==> src/rtl/serial_adder.sv <==
// serial_adder: bit-serial WIDTH-bit adder, LSB first, one full-adder cell
// reused over WIDTH cycles under a START/BUSY/DONE handshake.
// Optional feature macro: SERIAL_ADDER_OVF_EN adds the signed-overflow
// output OVF (carry into MSB xor carry out, registered at DONE).
module serial_adder #(
   parameter int WIDTH = 8
) (
   input  logic             CLK,
   input  logic             RST,
   input  logic             START,
   input  logic [WIDTH-1:0] A,
   input  logic [WIDTH-1:0] B,
   output logic             BUSY,
   output logic             DONE,
   output logic [WIDTH-1:0] S,
   output logic             Co
`ifdef SERIAL_ADDER_OVF_EN
   ,output logic            OVF
`endif
);

   localparam int CW = (WIDTH > 1) ? $clog2(WIDTH) : 1;
   localparam logic [CW-1:0] CNT_LAST = CW'(WIDTH - 1);
   localparam logic [CW-1:0] CNT_ONE  = CW'(1);

   typedef enum logic [1:0] {
      ST_IDLE = 2'd0,
      ST_RUN  = 2'd1,
      ST_DONE = 2'd2
   } state_t;

   state_t           state_q, state_d;
   logic [WIDTH-1:0] a_q, a_d;
   logic [WIDTH-1:0] b_q, b_d;
   logic [WIDTH-1:0] r_q, r_d;     // partial result, filled from the MSB side
   logic [CW-1:0]    cnt_q, cnt_d;
   logic             c_q, c_d;     // carry into the bit being processed
   logic [WIDTH-1:0] s_q, s_d;
   logic             co_q, co_d;
`ifdef SERIAL_ADDER_OVF_EN
   logic             ovf_q, ovf_d;
`endif

   logic             sum_bit;
   logic             cout;
   logic             accept;

   // Full-adder cell on the current LSBs plus next-state logic for all flops
   always_comb begin
      sum_bit = a_q[0] ^ b_q[0] ^ c_q;
      cout    = (a_q[0] & b_q[0]) | (c_q & (a_q[0] ^ b_q[0]));
      accept  = START && (state_q == ST_IDLE || state_q == ST_DONE);

      state_d = state_q;
      a_d     = a_q;
      b_d     = b_q;
      r_d     = r_q;
      cnt_d   = cnt_q;
      c_d     = c_q;
      s_d     = s_q;
      co_d    = co_q;
`ifdef SERIAL_ADDER_OVF_EN
      ovf_d   = ovf_q;
`endif

      case (state_q)
         ST_RUN: begin
            a_d   = a_q >> 1;
            b_d   = b_q >> 1;
            r_d   = {sum_bit, r_q[WIDTH-1:1]};
            c_d   = cout;
            cnt_d = cnt_q + CNT_ONE;
            if (cnt_q == CNT_LAST) begin
               // Last bit: publish result; c_q here is the carry into the MSB
               state_d = ST_DONE;
               s_d     = {sum_bit, r_q[WIDTH-1:1]};
               co_d    = cout;
`ifdef SERIAL_ADDER_OVF_EN
               ovf_d   = c_q ^ cout;
`endif
            end
         end
         default: begin
            // IDLE and DONE behave the same: accept a new request or rest
            if (accept) begin
               state_d = ST_RUN;
               a_d     = A;
               b_d     = B;
               r_d     = '0;
               c_d     = 1'b0;
               cnt_d   = '0;
            end else begin
               state_d = ST_IDLE;
            end
         end
      endcase
   end

   // State and datapath registers with synchronous reset
   always_ff @(posedge CLK) begin
      if (RST) begin
         state_q <= ST_IDLE;
         a_q     <= '0;
         b_q     <= '0;
         r_q     <= '0;
         cnt_q   <= '0;
         c_q     <= 1'b0;
         s_q     <= '0;
         co_q    <= 1'b0;
`ifdef SERIAL_ADDER_OVF_EN
         ovf_q   <= 1'b0;
`endif
      end else begin
         state_q <= state_d;
         a_q     <= a_d;
         b_q     <= b_d;
         r_q     <= r_d;
         cnt_q   <= cnt_d;
         c_q     <= c_d;
         s_q     <= s_d;
         co_q    <= co_d;
`ifdef SERIAL_ADDER_OVF_EN
         ovf_q   <= ovf_d;
`endif
      end
   end

   assign BUSY = (state_q == ST_RUN);
   assign DONE = (state_q == ST_DONE);
   assign S    = s_q;
   assign Co   = co_q;
`ifdef SERIAL_ADDER_OVF_EN
   assign OVF  = ovf_q;
`endif

endmodule

==> config.mk <==
export PLATFORM = sky130hd
export DESIGN_NAME = serial_adder
export DESIGN_NICKNAME = d
export VERILOG_FILES = /design/src/rtl/serial_adder.sv
export SDC_FILE = /design/constraint.sdc
export NUM_CORES = 1
export LEC_CHECK = 0
export ABC_AREA = 1
export ABC_CLOCK_PERIOD_IN_PS = 1600
export BUFFER_PORTS_ARGS = -buffer_cell sky130_fd_sc_hd__buf_2
export CAP_MARGIN = 40
export CORE_UTILIZATION = 40
export CTS_BUF_LIST = sky130_fd_sc_hd__clkbuf_4 sky130_fd_sc_hd__clkbuf_8 sky130_fd_sc_hd__clkbuf_16
export CTS_CLUSTER_SIZE = 24
export DETAILED_ROUTE_END_ITERATION = 16
export GPL_ROUTABILITY_DRIVEN = 1
export PLACE_DENSITY = 0.66
export SYNTH_ARGS = -nofsm -noshare
export SYNTH_HDL_FRONTEND = slang
export SYNTH_SLANG_ARGS = --single-unit
==> constraint.sdc <==
create_clock -name CLK -period 1.6 [get_ports CLK]
set_clock_uncertainty 0.1 [all_clocks]
set_input_delay 0.24 -clock CLK [delete_from_list [all_inputs] [get_ports CLK]]
set_output_delay 0.24 -clock CLK [all_outputs]
set_load 0.05 [all_outputs]
==> out/results.tsv, run 1 <==
stage	metric	value	unit
outcome	outcome	finished, final reports clean	
logic_synthesis	ys_seq_area_share	46.17	%
routing	wirelength	3.498	mm
floorplanning	die_h	66.19	um
power_and_ir_drop	p_leak	0.8899	nW
power_and_ir_drop	clkPwrFrac	34.0	%
clocking	cts_buffers	5	
sta	relSlewSlack	79.62	%
placement	place_area	1815	um^2
placement	place.detailed.hpwl	2.250	mm
routing	viasPerCell	5.139	
critical_path	rr_startpoint	state_q[0]	
global_routing	grt_max_degree	29	
cells_and_area	final_cell_area	1918	um^2
routing	num_vias	1521	
clocking	clk_path_buf_depth	2	
critical_path	worstReg2RegEnd	r_q[4]	
floorplanning	num_io_pins	30	
cells_and_area	drive_gt1_share	20.97	%
critical_path	crit_type	reg2out	
power_and_ir_drop	seqPwrFrac	53.8	%
global_routing	antenna_found_initial	0	
placement	placedCellCount	288	
logic_synthesis	synth_cells	219	
sta	hold_violations	0	
global_routing	grt_pass1_wl	5.920	mm
critical_path	r2r_setup_slack	0.24	ns
sta	finalCriticalPeriod	1.503	ns
critical_path	path_max_fanout	16	
power_and_ir_drop	internal_power	1.400	mW
logic_synthesis	ys_ff_latch	38	
clocking	clock_latency	0.29	ns
logic_synthesis	synthDistinctLibCells	19	
global_routing	grt-ovfl-total	0	
power_and_ir_drop	switching_share	24.78	%
routing	drtIter0Drc	151	
logic_synthesis	synth_fp_nets	241	
floorplanning	rows	22	
clocking	path_clk_slew	0.07	ns
cells_and_area	syn2layout_area_growth	16.40	%
critical_path	ff2ff_path_depth	5	
clocking	cts_max_level	2	
sta	setup_tns	0	ns
clocking	postCtsHoldBufs	0	
cells_and_area	diodes	0	
critical_path	setup.worst_path.end_class	primary output	
critical_path	cp-start-kind	flop	
power_and_ir_drop	power.switching	461.3	uW
floorplanning	die-area	4380	um^2
floorplanning	die_w	66.19	um
placement	gp_congestion	0.7293	
clocking	clock_sinks	38	
power_and_ir_drop	irDropWorstVdd	0.5014	mV
global_routing	grt_pass1_vias	1350	
sta	slew_violations	0	
critical_path	crit_path_start	state_q[0]	
logic_synthesis	avgSynthCellArea	7.524	um^2
sta	tightest_slew	0.3054	ns
cells_and_area	nNetsFinal	271	
worst_hold_path	worstHoldPathType	in2reg	
worst_hold_path	whs_endpoint	b_q[7]	
floorplanning	core_area	3799	um^2
clocking	cts_tree	built	
logic_synthesis	yosys_warnings	0	
cells_and_area	stdcell_count	296	
sta	rsz0062_at_grt	false	
worst_hold_path	hp-start	B[7]	
placement	place_ws	0.2780	ns
floorplanning	start_util	43.38	%
cells_and_area	fin_util	50.49	%
placement	port_buffers	29	
sta	period_share	93.92	%
routing	dr.pass1.iters	5	
critical_path	cp.arrival	1.16	ns
clocking	cts_root_buffer	clkbuf_8	
routing	ant_nets	0	
run	max-cap-violations	0	
power_and_ir_drop	comb_power_share	12.3	%
sta	layout_setup_ws	0.09729	ns
routing	remaining_drc_errors	0	
routing	detail_route.wl_per_cell	11.82	um
critical_path	worstPathRequired	1.26	ns
sta	setup_viol	0	
global_routing	track_usage	18.12	%
sta	fmax	665.5	MHz
logic_synthesis	syn_area	1648	um^2
power_and_ir_drop	p_per_area	970.5	nW/um^2
worst_hold_path	whs_path_depth	3	
[flip-flops by register name, indices dropped and copies added (netlist names)]
signal   cells
cnt_q        3
r_q          7
state_q      2
c_q          1
Co           1
S            8
a_q          8
b_q          8
[cells in the final DEF, fill, tap and decap left out, drive strengths merged]
| master | instances |
|---|---|
| fa | 1 |
| nor2 | 2 |
| inv | 19 |
| dfxtp | 38 |
| clkbuf | 7 |
| buf | 37 |
| nand2 | 51 |
| and3 | 1 |
| o21ai | 1 |
| nand3 | 62 |
| a21oi | 27 |
| ha | 2 |
[power by group through the flow]
stage | registers [mW] | logic (mW) | clock network [mW]
floorplan | 1.02 | 0.171 | 0
global placement | 1.02 | 0.218 | 0
detailed placement | 1.02 | 0.220 | 0
CTS | 1.00 | 0.223 | 0.663
global route | 1.00 | 0.259 | 0.705
finish | 1.00 | 0.228 | 0.632
[stage by stage]
stage	total power, mW	hold WS [ns]
floorplan	1.188	0.2797
global placement	1.241	0.3429
detailed placement	1.242	0.3471
CTS	1.886	0.08162
global route	1.969	0.09776
finish	1.862	0.09177
[critical path: stages, from the launching register on]
cell	delay [ns]
dfxtp_1	0.37
buf_4	0.24
nor2_2	0.05
clkbuf_4	0.21
[area by class of cell]
type | instances | area [um^2]
Multi-Input combinational cell | 147 | 723.2
Fill cell | 382 | 1881
Sequential cell | 38 | 760.7
Tap cell | 48 | 60.06
Inverter | 19 | 73.82
Clock buffer | 6 | 82.58
Timing Repair Buffer | 38 | 217.7
[kinds of logic after synthesis]
group           after synthesis  synth area share, %
simple gates                116                32.50
buf+inv                      34                10.10
compound gates               28                8.504
flops                        38                46.17
fa+ha+maj                     3                2.733
[worst max-delay path by stage]
stage          cells after the start     end  slack, ns
5_1_grt                            3    DONE       0.02
6_report                           3    DONE        0.1
4_1_cts                            3    BUSY       0.03
2_1_floorplan                      3    DONE       0.22
3_5_place_dp                       5  a_q[1]       0.28
3_3_place_gp                       5  b_q[6]       0.30
[metal layers]
| metal | track usage [%] | vias up | wire length [um] |
|---|---|---|---|
| li1 | - | 777 | - |
| met1 | 20.81 | 688 | 1592 |
| met2 | 29.85 | 47 | 1627 |
| met3 | 6.379 | 9 | 224 |
| met4 | 8.511 | 0 | 53 |
| met5 | 0 | - | 0 |
[what timing repair did]
| item | 4_1_cts | 5_1_grt |
|---|---|---|
| setup buffers | 0 | 2 |
| pin swaps | 0 | 1 |
| gates resized for setup | 1 | 1 |
| setup endpoints to repair | 1 | 1 |
[cells in the mapped netlist, drive strengths merged]
cell type,instances,share of area (%)
dfxtp,38,46
inv,19,4.5
fa,1,1.2
and3,1,0.38
o21ai,1,0.30
nand2,51,12
a21oi,27,8.2
nand3,62,19
buf,12,4.9
nor2,2,0.91
ha,2,1.5
clkbuf,3,0.68
Note: power is estimated with default switching activity, not from simulation.
==> inputs of run 2 (changes only) <==
- CORE_UTILIZATION: 40 -> 47
- PLACE_DENSITY: 0.66 -> 0.74
==> out/results.tsv, run 2 (same netlist as run 1, synthesis figures left out) <==
stage	metric	value	unit
floorplanning	rows	21	
sta	period_share	95.78	%
global_routing	use_met3	7.563	%
sta	finalCriticalPeriod	1.533	ns
critical_path	crit_path_start	state_q[0]	
cells_and_area	layout_common_cells	62 x nand3_1, 48 x nand2_1, 36 x dfxtp_1, 27 x a21oi_1, 27 x buf_2	
critical_path	cp.arrival	1.19	ns
floorplanning	die_w	61.21	um
global_routing	track_usage	21.00	%
routing	viasPerCell	5.181	
clocking	clock_sinks	38	
critical_path	setup.worst_path.end_class	primary output	
power_and_ir_drop	comb_power_share	11.1	%
sta	tightest_slew	0.2936	ns
global_routing	grt_max_degree	29	
clocking	clock_latency	0.36	ns
global_routing	top_usage_layer	met2	
clocking	cts_max_level	2	
sta	setup_tns	0	ns
outcome	violations	DRC	
run	max-cap-violations	0	
critical_path	worstPathRequired	1.26	ns
clocking	cts_buffers	5	
sta	setup_viol	0	
floorplanning	num_io_pins	30	
floorplanning	die_h	61.21	um
floorplanning	die-area	3747	um^2
critical_path	rr_startpoint	state_q[1]	
routing	drtIter0Drc	61	
critical_path	path_max_fanout	10	
worst_hold_path	worstHoldPathType	in2reg	
cells_and_area	final_common_cell	nand3_1	
placement	place_ws	0.2468	ns
power_and_ir_drop	internal_power	1.604	mW
clocking	cts_root_buffer	clkbuf_4	
placement	port_buffers	29	
sta	relSlewSlack	80.41	%
sta	slew_violations	0	
clocking	cts_tree	built	
sta	rsz0062_at_grt	false	
power_and_ir_drop	clkPwrFrac	41.1	%
global_routing	grt_util_met2	32.30	%
power_and_ir_drop	seqPwrFrac	47.8	%
cells_and_area	diodes	0	
global_routing	grt_pass1_vias	1309	
cells_and_area	drive_gt1_share	23.02	%
routing	remaining_drc_errors	2	
clocking	clk_path_buf_depth	2	
global_routing	antenna_found_initial	0	
floorplanning	core_area	3337	um^2
worst_hold_path	hp-start	A[7]	
routing	dr.pass1.iters	10	
placement	place.detailed.hpwl	2.259	mm
power_and_ir_drop	irDropWorstVdd	0.8004	mV
routing	num_vias	1544	
power_and_ir_drop	switching_share	23.66	%
cells_and_area	syn2layout_area_growth	19.29	%
sta	layout_setup_ws	0.06749	ns
global_routing	grt_pass1_wl	5.761	mm
power_and_ir_drop	power.switching	497.3	uW
routing	detail_route.wl_per_cell	11.64	um
power_and_ir_drop	p_leak	0.9165	nW
routing	wirelength	3.469	mm
sta	fmax	652.5	MHz
critical_path	crit_type	reg2out	
sta	hold_violations	0	
clocking	path_clk_slew	0.13	ns
power_and_ir_drop	p_per_area	1069	nW/um^2
placement	gp_congestion	0.7486	
global_routing	grt-ovfl-total	0	
critical_path	cp-start-kind	flop	
clocking	postCtsHoldBufs	0	
cells_and_area	nNetsFinal	273	
global_routing	use_met1	27.44	%
floorplanning	start_util	49.38	%
outcome	outcome	finished with violations	
routing	ant_nets	0	
[run 2: cell count changes in the layout (fill, tap and decap cells not counted), sizes merged]
cell | before | now
buf | 37 | 40
bufinv | 0 | 2
clkbuf | 7 | 6
[run 2: what timing repair did]
action / in CTS / in global routing
resized for setup: 3 / 2
pin swaps: 0 / 1
endpoints found under the setup margin: 2 / 2
buffers inserted: 0 / 1
[run 2: per-stage QoR]
step                      instances  total power, mW  instance area, um^2  utilization [%]  hold WS, ns
final                           298            2.101                 1966            58.91     0.004414
after floorplan                 219            1.188                 1650                -       0.2797
after detailed placement        289            1.251                 1836            55.01       0.3339
after CTS                       297            2.102                 1953            58.53      0.01352
after global placement          289            1.245                 1836            55.01       0.3343
after global routing            298            2.186                 1966            58.91      0.03217
[run 2: power by group through the flow]
stage / Clock, mW / Sequential [mW] / Combinational (mW)
final: 0.864 / 1.00 / 0.234
after global routing: 0.914 / 1.01 / 0.263
after CTS: 0.869 / 1.00 / 0.229
after detailed placement: 0 / 1.02 / 0.226
after global placement: 0 / 1.02 / 0.221
after floorplan: 0 / 1.02 / 0.171
[run 2: cell type report]
class	instances	area, um^2
fill	319	1371
sequential	38	763.2
multi-input combinational	147	723.2
timing repair buffer	40	236.5
inverter	19	73.82
clock inverter	2	60.06
tap	46	57.56
clock buffer	6	51.30
[run 2: final timing paths]
check | to | depth (start not counted) | slack, ns
hold reg to reg | S[0] | 2 | 0.36
setup / recovery | DONE | 3 | 0.07
setup reg to reg | b_q[5] | 5 | 0.23
hold / removal | a_q[7] | 3 | 0.004
[run 2: critical path, cell delays in order (launching register included)]
cell     delay, ns
dfxtp_2       0.36
buf_4         0.18
nor2_2        0.11
buf_4         0.20
[run 2: layer usage]
metal  wire, um  vias to the layer above  part of all wire, %
li1           -                      787                    -
met1       1623                      714                   47
met2       1624                       38                   47
met3        162                        5                  4.7
met4         58                        0                  1.7
met5          0                        -                    0
